`config.mk`:
```
export PLATFORM = sky130hd
export DESIGN_NAME = hsv_to_rgb_pipe
export DESIGN_NICKNAME = d
export VERILOG_FILES = /design/src/rtl/hsv_to_rgb_pipe.sv
export SDC_FILE = /design/constraint.sdc
export NUM_CORES = 1
export LEC_CHECK = 0
export ABC_AREA = 1
export BUFFER_PORTS_ARGS = -buffer_cell sky130_fd_sc_hd__clkbuf_2
export CAP_MARGIN = 20
export CORE_MARGIN = 3
export CORE_UTILIZATION = 55
export DETAILED_ROUTE_END_ITERATION = 8
export PLACE_DENSITY = 0.7
export SLEW_MARGIN = 5
export SYNTH_ARGS = -nofsm -noshare
export SYNTH_HDL_FRONTEND = slang
export SYNTH_SLANG_ARGS = --single-unit
```
`constraint.sdc`:
```
create_clock -name clk -period 27.2 [get_ports clk]
set_input_delay 4.08 -clock clk [delete_from_list [all_inputs] [get_ports clk]]
set_output_delay 4.08 -clock clk [all_outputs]
set_load 0.02 [all_outputs]
```
`src/rtl/hsv_to_rgb_pipe.sv`:
```
// hsv_to_rgb_pipe: three-stage streaming HSV to RGB565/RGB888 converter with valid/ready and sideband tag
module hsv_to_rgb_pipe #(
   parameter int OUT_MODE = 0,
   parameter int USER_W   = 1,
   parameter int HUE_MAX  = 359
) (
   input  logic              clk,
   input  logic              rst_n,
   input  logic              in_valid,
   output logic              in_ready,
   input  logic [8:0]        in_h,
   input  logic [7:0]        in_s,
   input  logic [7:0]        in_v,
   input  logic [USER_W-1:0] in_user,
   output logic              out_valid,
   input  logic              out_ready,
   output logic [23:0]       out_rgb,
   output logic [USER_W-1:0] out_user
);
   localparam logic [8:0] HMAX = 9'(HUE_MAX);
   logic              adv;
   logic              vld1, vld2;
   logic [7:0]        s1, v1, rem1;
   logic [2:0]        reg1;
   logic [USER_W-1:0] user1, user2;
   logic [7:0]        r2, g2, b2;
   logic [8:0]        hc;
   logic [16:0]       hue_prod;
   logic [7:0]        nh, rem;
   logic [2:0]        region;
   logic [7:0]        p, q, t, r, g, b;
   logic [23:0]       rgb_d;
   assign adv      = !out_valid || out_ready;
   assign in_ready = adv;
   // S1: saturate hue, scale to 0..254 and split into sector and position within sector
   always_comb begin
      hc       = (in_h > HMAX) ? HMAX : in_h;
      hue_prod = 17'(hc) * 17'd255;
      nh       = 8'(hue_prod / 17'd360);
      region   = 3'(nh / 8'd43);
      rem      = 8'((nh - 8'(region) * 8'd43) * 8'd6);
   end
   // S2: full-width products, then per-sector channel selection; zero saturation forces grey
   always_comb begin
      p = 8'((16'(v1) * 16'(8'd255 - s1)) >> 8);
      q = 8'((16'(v1) * 16'(8'd255 - 8'((16'(s1) * 16'(rem1)) >> 8))) >> 8);
      t = 8'((16'(v1) * 16'(8'd255 - 8'((16'(s1) * 16'(8'd255 - rem1)) >> 8))) >> 8);
      case (reg1)
         3'd0:    {r, g, b} = {v1, t, p};
         3'd1:    {r, g, b} = {q, v1, p};
         3'd2:    {r, g, b} = {p, v1, t};
         3'd3:    {r, g, b} = {p, q, v1};
         3'd4:    {r, g, b} = {t, p, v1};
         default: {r, g, b} = {v1, p, q};
      endcase
      if (s1 == 8'd0) {r, g, b} = {v1, v1, v1};
   end
   // S3: pack into the selected output format
   always_comb begin
      rgb_d = (OUT_MODE == 1) ? {r2, g2, b2} :
              {8'h00, 5'((16'(r2) * 16'd31) / 16'd255), 6'((16'(g2) * 16'd63) / 16'd255),
               5'((16'(b2) * 16'd31) / 16'd255)};
   end
   // pipeline registers: every stage loads together on adv and holds together otherwise
   always_ff @(posedge clk or negedge rst_n) begin
      if (!rst_n) begin
         vld1      <= 1'b0;
         s1        <= '0;
         v1        <= '0;
         reg1      <= '0;
         rem1      <= '0;
         user1     <= '0;
         vld2      <= 1'b0;
         r2        <= '0;
         g2        <= '0;
         b2        <= '0;
         user2     <= '0;
         out_valid <= 1'b0;
         out_rgb   <= '0;
         out_user  <= '0;
      end else if (adv) begin
         vld1      <= in_valid;
         s1        <= in_s;
         v1        <= in_v;
         reg1      <= region;
         rem1      <= rem;
         user1     <= in_user;
         vld2      <= vld1;
         r2        <= r;
         g2        <= g;
         b2        <= b;
         user2     <= user1;
         out_valid <= vld2;
         out_rgb   <= rgb_d;
         out_user  <= user2;
      end
   end
endmodule

```
==> flow_metrics.py <==
metrics = {
    "drt": {
        "wl_per_cell_um": 14.39,
        "drtIter0Drc": 1175,
        "vias": 18760,
        "ant_nets": 0,
        "routed_wirelength_mm": 51.17,
        "drc": 0,
        "first_pass_iters": 6,
        "viasPerCell": 5.276,
    },
    "synth": {
        "ys_types": 63,
        "synthTopCellsByArea": "fa_1 (24%), ha_1 (17%), inv_1 (11%)",
        "yosysTopAreaCell": "fa_1",
        "yosysSeqAreaShare_pct": 8.221,
        "synth_top_area_share_pct": 24.12,
        "yosysWarnings": 0,
        "synth-seq-cells": 72,
        "syn_inst": 3028,
        "avgSynthCellArea_um2": 7.238,
        "syn_area_mm2": 0.02192,
    },
    "sta": {
        "max_slew_margin_pct": 36.29,
        "slew_viol_final": 0,
        "rsz0062_at_grt": "no",
        "setup_viol": 0,
        "tightest_slew_ps": 955.6,
        "hold_viol": 0,
        "max_freq_mhz": 58.10,
        "fin_skew_ps": 15.40,
        "worst_slack_ps": 9987,
        "min_period_ps": 17210,
        "fin_crit_sh_pct": 63.28,
        "finalSetupTns_ps": 0,
    },
    "critical_path": {
        "crit_slowest_cell": "fa_1",
        "reg2reg_depth": 53,
        "cpLargestDelayFamily": "simple AND/OR/NAND/NOR gates",
        "path_max_fanout": 11,
        "cpMostUsedCell": "nand2_2",
        "cp.buffers_inverters": 16,
        "crit_path_start_kind": "input pin",
        "cp-end-kind": "flip-flop",
        "crit_start": "in_h[8]",
        "worst-path-stages": 88,
        "rr_endpoint": "r2[7]",
        "r2r_slack_ps": 15740,
        "worst_ep_arrival_time_ps": 17520,
        "worstPathRequired_ps": 27510,
        "reg2reg_from": "s1[3]",
        "crit_path_end": "rem1[7]",
        "cpPeakStageDelay_ps": 550,
        "crit_type": "in -> reg",
    },
    "clock_network": {
        "clockBufferDepth": 2,
        "htree_levels": 3,
        "cts_resized": 0,
        "clkTransAtPathRegs_ps": 70,
        "numClockSinks": 72,
        "post_cts_buffers": 0,
        "clkLatencyLatePin_ps": 380,
        "root_buffer": "clkbuf_16",
        "numCtsBuffers": 9,
        "hold_buffers": 0,
        "cts_tree": "done",
    },
    "placement": {
        "port_buffers": 48,
        "dpl.hpwl_mm": 41.58,
        "dp_slack_ps": 9751,
        "place_area_mm2": 0.02259,
        "gp_congestion": 0.9655,
    },
    "die": {
        "fp-row-count": 72,
        "start_util_pct": 56.18,
        "ioPinCount": 57,
        "die_h_um": 205.6,
        "coreArea_mm2": 0.03901,
        "dieWidth_um": 205.6,
        "die_area_mm2": 0.04228,
    },
    "global_routing": {
        "grt_max_degree": 79,
        "grt_pass1_wl_mm": 88.77,
        "antenna_found_initial": 0,
        "grt_pass1_vias": 19180,
        "track_usage_pct": 25.34,
        "grt_overflow": 0,
    },
    "run_status": {
        "outcome": "finished, final reports clean",
    },
    "finish": {
        "fin_util_pct": 58.63,
        "multiInputGateArea_mm2": 0.01724,
        "num_antenna_cells": 0,
        "nFillCells": 3571,
        "drive_gt1_share_pct": 6.948,
        "final_area_mm2": 0.02287,
        "area.growth.synth_to_final_pct": 4.362,
        "regArea_mm2": 0.001802,
        "fin_nets": 3618,
    },
    "worst_hold_path": {
        "hp-start": "vld2",
        "hp-class": "reg -> reg",
    },
    "job": {
        "cap_violations": 0,
    },
}
## logic make-up after synthesis
family,share of synthesized area (%)
and+or+nand+nor,24.14
buffers and inverters,13.26
adders and majority gates,40.79
AOI/OAI and AO/OA,8.181
xor gates and xnor gates,5.389
DFF,8.221
other,0.01711
## placed cells by master (no fill, tap or decap), drive strengths merged, types with 2 or more instances in the layout
cell type / n
inv: 682
nand2: 657
nor2: 332
ha: 292
fa: 264
nand3: 118
o21ai: 111
xor2: 94
a21oi: 94
dfrtp: 72
clkbuf: 56
nand4: 40
xnor2: 40
nor3: 22
or2: 18
o221ai: 14
o22ai: 13
a22oi: 11
buf: 10
clkinv: 10
a211oi: 8
a31oi: 8
a21o: 8
conb: 8
nor4: 8
o211ai: 8
o21bai: 6
nand3b: 6
o31ai: 5
and2: 5
o2bb2ai: 3
o2111ai: 2
nor4b: 2
nor3b: 2
clkinvlp: 2
a21boi: 2
## cell usage after synthesis, drive strengths merged
library cell,number
o21bai,6
clkbuf,54
a32o,1
a2111oi,1
conb,1
a21o,8
a22oi,11
a31oi,8
nor4b,2
o211ai,8
nand3,118
nand3b,6
nand4,40
a21boi,2
a211oi,8
a41oi,1
ha,292
o41ai,1
xnor2,40
xor2,94
and2,5
buf,17
nor2,332
fa,264
o2111ai,2
nor3,22
a21oi,94
clkinv,10
nand2,657
o22ai,13
o221ai,14
or2,18
o31ai,5
o2bb2ai,3
dfrtp,72
nor3b,2
o21ai,111
inv,677
nor4,8
## worst min path at each step
stage	end	slack (ps)	depth (start not counted)
CTS	out_valid	460	2
detailed placement	out_valid	440	2
global placement	out_valid	430	2
floorplan	out_valid	420	2
global route	out_valid	490	2
finish	out_valid	450	2
## area by class of cell
cell class	count	area share, %
sequential	72	7.877
clock buffer	9	0.9847
clock inverter	7	0.2681
timing repair buffer	57	1.357
multi-input combinational	2205	75.38
inverter	687	11.30
tap	518	2.834
## registers in the layout, indices dropped and copies added, names as in the netlist, 3 cells and up
name,count
out_rgb,16
r2,8
v1,8
b2,8
g2,8
s1,8
reg1,3
rem1,7
## routing by layer
metal	track usage, %	vias up	part of all wire (%)
met5	0	-	0
met4	7.005	0	2.5
met3	3.813	110	5.1
met2	45.35	443	50
met1	31.79	8913	43
li1	-	9291	-
## stage by stage
stage | instances | hold WS, ps
floorplan | 3035 | 419.8
global placement | 3539 | 430.2
detailed placement | 3539 | 438.9
CTS | 3555 | 456.8
global route | 3555 | 491.9
finish | 3555 | 454.4
## tightest hold or removal path: stages (launching register included)
cell,delay (ps)
dfrtp_1,330
inv_1,40
nand2_1,50
Power is not shown: default switching activity piles up to over one toggle a cycle in this logic, so the estimate is an artifact.
